### src/rtl/infobus_tx.sv
// infobus_tx: producer end of the 69-bit info bus.
// Generates XVGA raster timing on vclock, clamps hand-tracker samples into a
// shadow set, and commits the shadow set to the bus once per frame at the
// last active pixel, so consumers see constant hand data for a whole frame.
// Optional feature macro: INFOBUS_STALE_TIMEOUT_EN -- after STALE_FRAMES
// frames without hand_valid, each commit loads the centre position instead.
// Raster geometry is parameterised; the defaults are the 1024x768 XVGA timing.
module infobus_tx #(
  parameter int STALE_FRAMES = 15,
  parameter int H_ACTIVE     = 1024,
  parameter int H_SYNC_START = 1048,
  parameter int H_SYNC_END   = 1183,
  parameter int H_TOTAL      = 1344,
  parameter int V_ACTIVE     = 768,
  parameter int V_SYNC_START = 771,
  parameter int V_SYNC_END   = 776,
  parameter int V_TOTAL      = 806
) (
  input  logic        vclock,
  input  logic        reset,
  input  logic        hand_valid,
  input  logic [11:0] hand1x_in,
  input  logic [11:0] hand2x_in,
  input  logic [10:0] hand1y_in,
  input  logic [10:0] hand2y_in,
  input  logic        grab1_in,
  input  logic        grab2_in,
  output logic [68:0] infoout
);

  localparam logic [10:0] H_LAST   = 11'(H_TOTAL - 1);
  localparam logic [10:0] H_COMMIT = 11'(H_ACTIVE - 1);
  localparam logic [10:0] H_BLANK  = 11'(H_ACTIVE);
  localparam logic [10:0] H_SS     = 11'(H_SYNC_START);
  localparam logic [10:0] H_SE     = 11'(H_SYNC_END);
  localparam logic [9:0]  V_LAST   = 10'(V_TOTAL - 1);
  localparam logic [9:0]  V_COMMIT = 10'(V_ACTIVE - 1);
  localparam logic [9:0]  V_BLANK  = 10'(V_ACTIVE);
  localparam logic [9:0]  V_SS     = 10'(V_SYNC_START);
  localparam logic [9:0]  V_SE     = 10'(V_SYNC_END);

  localparam logic [10:0] X_MAX = 11'd1023;
  localparam logic [10:0] X_CTR = 11'd512;
  localparam logic [9:0]  Y_MAX = 10'd767;
  localparam logic [9:0]  Y_CTR = 10'd384;

  logic [10:0] hcount_q, hcount_d;
  logic [9:0]  vcount_q, vcount_d;
  logic        hsync_q, hsync_d;
  logic        vsync_q, vsync_d;
  logic        blank_q, blank_d;
  logic        rst_q;

  logic [10:0] sh1x_q, sh2x_q, b1x_q, b2x_q;
  logic [9:0]  sh1y_q, sh2y_q, b1y_q, b2y_q;
  logic        sg1_q, sg2_q, bg1_q, bg2_q;

  logic        commit;
  logic        stale_hit;

  function automatic logic [10:0] clamp_x(input logic [11:0] x);
    clamp_x = (x > 12'd1023) ? X_MAX : x[10:0];
  endfunction

  function automatic logic [9:0] clamp_y(input logic [10:0] y);
    clamp_y = (y > 11'd767) ? Y_MAX : y[9:0];
  endfunction

  // Next raster position plus sync/blank decoded from it, so the registered
  // sync/blank always belong to the same pixel as the registered counters.
  always_comb begin
    hcount_d = hcount_q + 11'd1;
    vcount_d = vcount_q;
    if (hcount_q == H_LAST) begin
      hcount_d = 11'd0;
      vcount_d = (vcount_q == V_LAST) ? 10'd0 : vcount_q + 10'd1;
    end
    hsync_d = !((hcount_d >= H_SS) && (hcount_d <= H_SE));
    vsync_d = !((vcount_d >= V_SS) && (vcount_d <= V_SE));
    blank_d = (hcount_d >= H_BLANK) || (vcount_d >= V_BLANK);
  end

  // Raster timing registers and the registered copy of reset for bit 68.
  always_ff @(posedge vclock) begin
    rst_q <= reset;
    if (reset) begin
      hcount_q <= 11'd0;
      vcount_q <= 10'd0;
      hsync_q  <= 1'b1;
      vsync_q  <= 1'b1;
      blank_q  <= 1'b0;
    end else begin
      hcount_q <= hcount_d;
      vcount_q <= vcount_d;
      hsync_q  <= hsync_d;
      vsync_q  <= vsync_d;
      blank_q  <= blank_d;
    end
  end

  assign commit = (hcount_q == H_COMMIT) && (vcount_q == V_COMMIT);

`ifdef INFOBUS_STALE_TIMEOUT_EN
  localparam int SC_W = ($clog2(STALE_FRAMES + 1) < 1) ? 1 : $clog2(STALE_FRAMES + 1);
  localparam logic [SC_W-1:0] SC_MAX = SC_W'(STALE_FRAMES);
  logic [SC_W-1:0] stale_q;

  // Commits seen since the last tracker update; saturates at STALE_FRAMES.
  always_ff @(posedge vclock) begin
    if (reset)
      stale_q <= '0;
    else if (hand_valid)
      stale_q <= '0;
    else if (commit && (stale_q < SC_MAX))
      stale_q <= stale_q + 1'b1;
  end

  assign stale_hit = commit && (stale_q >= SC_MAX);
`else
  assign stale_hit = 1'b0;
`endif

  // Shadow capture: a new sample wins over a stale re-centre on the same cycle.
  always_ff @(posedge vclock) begin
    if (reset) begin
      sh1x_q <= X_CTR;
      sh1y_q <= Y_CTR;
      sh2x_q <= X_CTR;
      sh2y_q <= Y_CTR;
      sg1_q  <= 1'b0;
      sg2_q  <= 1'b0;
    end else if (hand_valid) begin
      sh1x_q <= clamp_x(hand1x_in);
      sh1y_q <= clamp_y(hand1y_in);
      sh2x_q <= clamp_x(hand2x_in);
      sh2y_q <= clamp_y(hand2y_in);
      sg1_q  <= grab1_in;
      sg2_q  <= grab2_in;
    end else if (stale_hit) begin
      sh1x_q <= X_CTR;
      sh1y_q <= Y_CTR;
      sh2x_q <= X_CTR;
      sh2y_q <= Y_CTR;
      sg1_q  <= 1'b0;
      sg2_q  <= 1'b0;
    end
  end

  // Bus hand fields change only at the commit point, from the pre-commit shadow.
  always_ff @(posedge vclock) begin
    if (reset || stale_hit) begin
      b1x_q <= X_CTR;
      b1y_q <= Y_CTR;
      b2x_q <= X_CTR;
      b2y_q <= Y_CTR;
      bg1_q <= 1'b0;
      bg2_q <= 1'b0;
    end else if (commit) begin
      b1x_q <= sh1x_q;
      b1y_q <= sh1y_q;
      b2x_q <= sh2x_q;
      b2y_q <= sh2y_q;
      bg1_q <= sg1_q;
      bg2_q <= sg2_q;
    end
  end

  assign infoout = {rst_q, hcount_q, vcount_q, hsync_q, vsync_q, blank_q,
                    b1x_q, b1y_q, b2x_q, b2y_q, bg2_q, bg1_q};

endmodule

### config.mk
export PLATFORM = sky130hd
export DESIGN_NAME = infobus_tx
export DESIGN_NICKNAME = d
export VERILOG_FILES = /design/src/rtl/infobus_tx.sv
export SDC_FILE = /design/constraint.sdc
export NUM_CORES = 1
export LEC_CHECK = 0
export BUFFER_PORTS_ARGS = -buffer_cell sky130_fd_sc_hd__buf_2
export CAP_MARGIN = 15
export CORE_UTILIZATION = 55
export CTS_BUF_LIST = sky130_fd_sc_hd__clkbuf_2
export DETAILED_ROUTE_END_ITERATION = 10
export PLACE_DENSITY = 0.82
export SLEW_MARGIN = 20
export SYNTH_ARGS = -nofsm -noshare
export SYNTH_HDL_FRONTEND = slang
export SYNTH_SLANG_ARGS = --single-unit
### constraint.sdc
create_clock -name vclock -period 2.1 [get_ports vclock]
set_input_delay 0.42 -clock vclock [delete_from_list [all_inputs] [get_ports vclock]]
set_output_delay 0.42 -clock vclock [all_outputs]
set_load 0.01 [all_outputs]
Yosys cells after proc, flatten, opt, wreduce, memory -nomap -nowiden
Index checks and enable logic that the tools add are counted.

storage, ports and cells
  bits in registers = 113
  logic and storage cells = 47
  bits of input ports = 51

operators by class
  reduce and logical (&&, ||, !) cells = 6
  $lt $le $gt $ge = 10
  mux-type cells = 7
  add/subtract/negate cells = 2
  equality and inequality tests = 4

operator list
  operator                                                                count
  10-bit two-way mux                                                      4
  11-bit two-way mux                                                      3
  12-bit by 10-bit > comparator with 1-bit output, second input constant  2
  11-bit greater-or-equal comparator, second input constant               2
  11-bit by 10-bit > comparator with 1-bit output, second input constant  2
  10-bit == test, second input constant                                   2
  10-bit greater-or-equal comparator, second input constant               2
  11-bit by 1-bit adder with 11-bit output, second input constant         1
  11-bit by 10-bit == test with 1-bit output, second input constant       1
  11-bit == test, second input constant                                   1
  11-bit <= comparator, second input constant                             1
  10-bit by 1-bit adder with 10-bit output, second input constant         1
  10-bit <= comparator, second input constant                             1
  1-bit logical AND                                                       3
  1-bit zero test                                                         2
  1-bit logical OR                                                        1

Depth between registers and ports, before layout
  word-level depth = 6
  gate-level depth with buffers = 9
  mapped depth without buffers = 7

Least setup slack after synthesis
No wires, ideal clock.

  kind = register -> register
  from = register vcount_q[0]
  to = register b1x_q[0]
  path slack = 0.174 ns
  data required time = 2.029 ns
  path buffers = 2
  arrival = 1.855 ns
  period minus slack after synthesis = 1.926 ns
  stages on the path, launching flop included = 10
  cells stage by stage = dfxtp_1 -> ha_1 -> nand3_1 -> or2_1 -> inv_1 -> and4_4 -> buf_12 -> buf_12 -> nand2_2 -> a21oi_2

on the way
  cells in the longest elaborated chain, start to end = 2

ends and longest elaborated chain
  element                   line  text
  start: declaration        48    logic [9:0] vcount_q, vcount_d;
  start signal: assignment  94    vcount_q <= vcount_d;
  10-bit == test            101   assign commit = (hcount_q == H_COMMIT) && (vcount_q == V_COMMIT);
  1-bit logical AND         101
  end signal: assignment    159   b1x_q <= sh1x_q;
  end: declaration          54    logic [10:0] sh1x_q, sh2x_q, b1x_q, b2x_q;

Every way passes these cells.
A chain may end at the register's enable or synchronous reset.

Worst setup path after layout
  from = register hcount_q[1]
  to = register vsync_q

on the way
  cells in the longest elaborated chain, start to end = 5
  elaborated cells on any way between the ends = 6
  those cells by class = order compare (2); eq/ne (1); mux (1); reduce/logical (2)

ends and longest elaborated chain
  element                                                                     line  text
  start: declaration                                                          47    logic [10:0] hcount_q, hcount_d;
  start signal: assignment                                                    93    hcount_q <= hcount_d;
  11-bit == test *                                                            74    if (hcount_q == H_LAST) begin
  10-bit two-way mux *                                                        74
  10-bit greater-or-equal comparator or 10-bit <= comparator (tied branches)  79    vsync_d = !((vcount_d >= V_SS) && (vcount_d <= V_SE));
  1-bit logical AND *                                                         79
  1-bit zero test *                                                           79
  end signal: assignment                                                      96    vsync_q <= vsync_d;
  end: declaration                                                            50    logic vsync_q, vsync_d;

Every way passes the cells marked *; elsewhere a longest branch is shown, timed or not.

==> results.toml <==
[min_path]
hold_path.class = "input port to register"
min_delay_path_depth = 2
hold_start = "hand2x_in[3]"
holdPathEnd = "sh2x_q[3]"

[yosys]
syn-num-nets = 542
synthAdderAreaFrac = 0.01074
yosysSeqAreaShare = 0.4855
ys_types = 48
synthMuxAreaShare = 0.01101
async_reset_ff_frac = 0
synth-compound-area-share = 0.1950
synth_top_family_by_area = "simple AND/OR/NAND/NOR gates"
synthTopCellsByArea = "dfxtp_1 (49%), o221a_2 (7.7%), a21oi_2 (6.4%)"
synth_xor_area_frac = 0.02444
synth_top_area_cell = "dfxtp_1"
synth_top_area_share = 0.4855
avgSynthCellArea_sq_um = 9.568
yosys.area_share.simple = 0.2135
synthCells = 487
synth_top_flop_cell = "dfxtp_1"
ys_warn_count = 0
synth_edf_count = 0
netlist_area_sq_mm = 0.004659
synth_seq_cells = 113

[die]
rows = 33
core_area_sq_mm = 0.008217
initial_core_util = 0.5671
die_x_um = 94.04
num_io_pins = 120
dieArea_sq_mm = 0.008844
die_y_um = 94.04

[power_and_ir_drop]
p_per_area_mw_per_mm2 = 701.8
peakVddDrop_v = 0.0003565
p_leak_nw = 2.480

[layout]
layout_commonest_cell = "buf_2"
final_cell_mix = "buf_2 (119), dfxtp_1 (112), nand2_1 (77)"
area_growth_pct = 25.75
register_area_sq_mm = 0.002263
nets = 691
antennaDiodeCount = 0
drive_gt1_frac = 0.4330
multi_input_area_sq_mm = 0.002118
nFillCells = 641

[setup_path]
crit_type = "register to register"
r2r_end = "vsync_q"
crit_top_cell = "nand4_1"
r2r_slack_ns = 0.14
path_cells = "ha_1, nand4_1, nor4_1, o21ai_1, a311oi_1, nand4_1"
reg2regPathDepth = 6
crit_path_end_kind = "register"
cp_slowest_cell = "dfxtp_1"
required_ns = 2.62
path_max_fanout = 8
critical_path_arrival_ns = 2.47
rr_startpoint = "hcount_q[1]"
cpPeakStageDelay_ns = 0.45
startpoint_type = "register"

[timing]
finalHoldViolations = 0
holdWs_ns = 0.05449
fmaxAchievable_mhz = 510.7
rsz0062_at_grt = "no"
worstMarginPinSlew_ns = 0.8162
final-setup-viol-count = 0
timing.final.crit_period_ns = 1.958
finalCritPeriodShare = 0.9324
drv_slew = 0
finalSetupTns_ns = 0
slew_headroom = 0.4558
fin_skew_ns = 0.03859

[cts]
cts_tree = "built"
cts_made_buffers = 17
cts.sink_count = 113
clk_pin_slew_ns = 0.19
root_buffer = "clkbuf_2"
insertion_delay_ns = 0.65
clockBufferDepth = 2
cts_max_level = 4
postCtsSetupRepairBufs = 0

[drt]
route.detailed.drc = 0
vias = 4122
ant_nets = 0
first_pass_iters = 5
drt-wirelength-per-cell_um = 14.98
drtIter0Drc = 237
avgViaCountPerCell = 5.467
routed_wl_um = 11300

[placed_design]
port_buffers = 119
dp_hpwl_um = 7533
routabilityCongestion = 0.8735

[global_route]
grt_usage = 0.2574
grt_pass1_vias = 3848
gr-usage-met3 = 0.05744
busiest_layer = "met2"
use_met2 = 0.4258
grt_max_degree = 58
grt_overflow_total = 0
grt_first_pass_wirelength_um = 17610
met1_usage = 0.3161
antenna_found_initial = 0

[flow_run]
cap_violations = 0

[run_status]
status = "finished, final reports clean"
worst max-delay path by stage:
stage                             from           to  slack, ns  depth (start not counted)
after floorplan            vcount_q[0]     b1x_q[0]       0.17                          9
after global placement    hcount_q[10]  vcount_q[6]       0.21                          7
after detailed placement   vcount_q[1]     b1x_q[3]       0.18                          8
after CTS                  hcount_q[1]     b1y_q[9]       0.15                          6
after global routing       hcount_q[1]      vsync_q      0.009                          6
final                      hcount_q[1]      vsync_q       0.14                          6
per-layer routing:
layer / up-vias / wire (um) / part of all wire
met4: 0 / 257 / 0.023
met3: 26 / 595 / 0.053
met5: - / 0 / 0
li1: 2004 / - / -
met1: 1948 / 4978 / 0.44
met2: 144 / 5466 / 0.48
synthesized netlist by cell type, drive strengths merged (3+ instances only):
cell type	number
dfxtp	113
nand2	111
a21oi	50
nor2	35
o221a	32
clkbuf	23
buf	16
nand3	15
o21ai	10
xnor2	9
nand4	8
nand3b	6
inv	5
nor2b	5
and4	4
ha	4
mux2i	4
o22ai	4
xor2	4
a311oi	3
a31oi	3
nor3b	3
per-stage QoR:
step                      std cells  instance area, sq um  setup slack [ns]  total power (W)    util
final                           754                  5859            0.1420         0.004112  0.7131
after global routing            754                  5859          0.008640         0.004276  0.7131
after global placement          696                  5331            0.2077         0.002519  0.6489
after CTS                       742                  5738            0.1510         0.004114  0.6983
after detailed placement        696                  5331            0.1835         0.002530  0.6489
after floorplan                 487                  4659            0.1743         0.002429       -
repair_timing:
action | in CTS | in global routing
hold buffers | 14 | 12
hold endpoints to repair | 14 | 12
gates resized for setup | 0 | 1
endpoints found under the setup margin | 0 | 1
sequential cells by signal, indices dropped and copies added (netlist names), 10 cells and up:
register	cells
b2x_q	11
b2y_q	10
vcount_q	10
sh2x_q	11
sh1y_q	10
b1y_q	10
sh1x_q	11
sh2y_q	10
b1x_q	11
hcount_q	11
power by group:
part / switching (W) / internal, W
clock: 0.000903 / 0.000680
sequential: 0.0000441 / 0.00221
combinational: 0.000131 / 0.000143
layout make-up:
class | instances | share of cell area
sequential | 113 | 0.3863
multi-input combinational | 330 | 0.3615
timing repair buffer | 169 | 0.1811
clock inverter | 15 | 0.03096
tap | 105 | 0.02242
clock buffer | 17 | 0.01452
inverter | 5 | 0.003203
kinds of logic after synthesis:
kind of cell,after synthesis
buf+inv,44
mux,5
fa+ha+maj,4
compound gates,108
simple gates,200
xor+xnor,13
flops,113
critical path: cells and delay by family, from the launching register on:
family | cells | cell delay (ns)
AO/OA/AOI/OAI | 2 | 0.40
adder cells (fa/ha/maj) | 1 | 0.33
flip-flops | 1 | 0.45
AND/OR/NAND/NOR | 3 | 0.66
No activity file was read; power rests on OpenSTA's default activity.
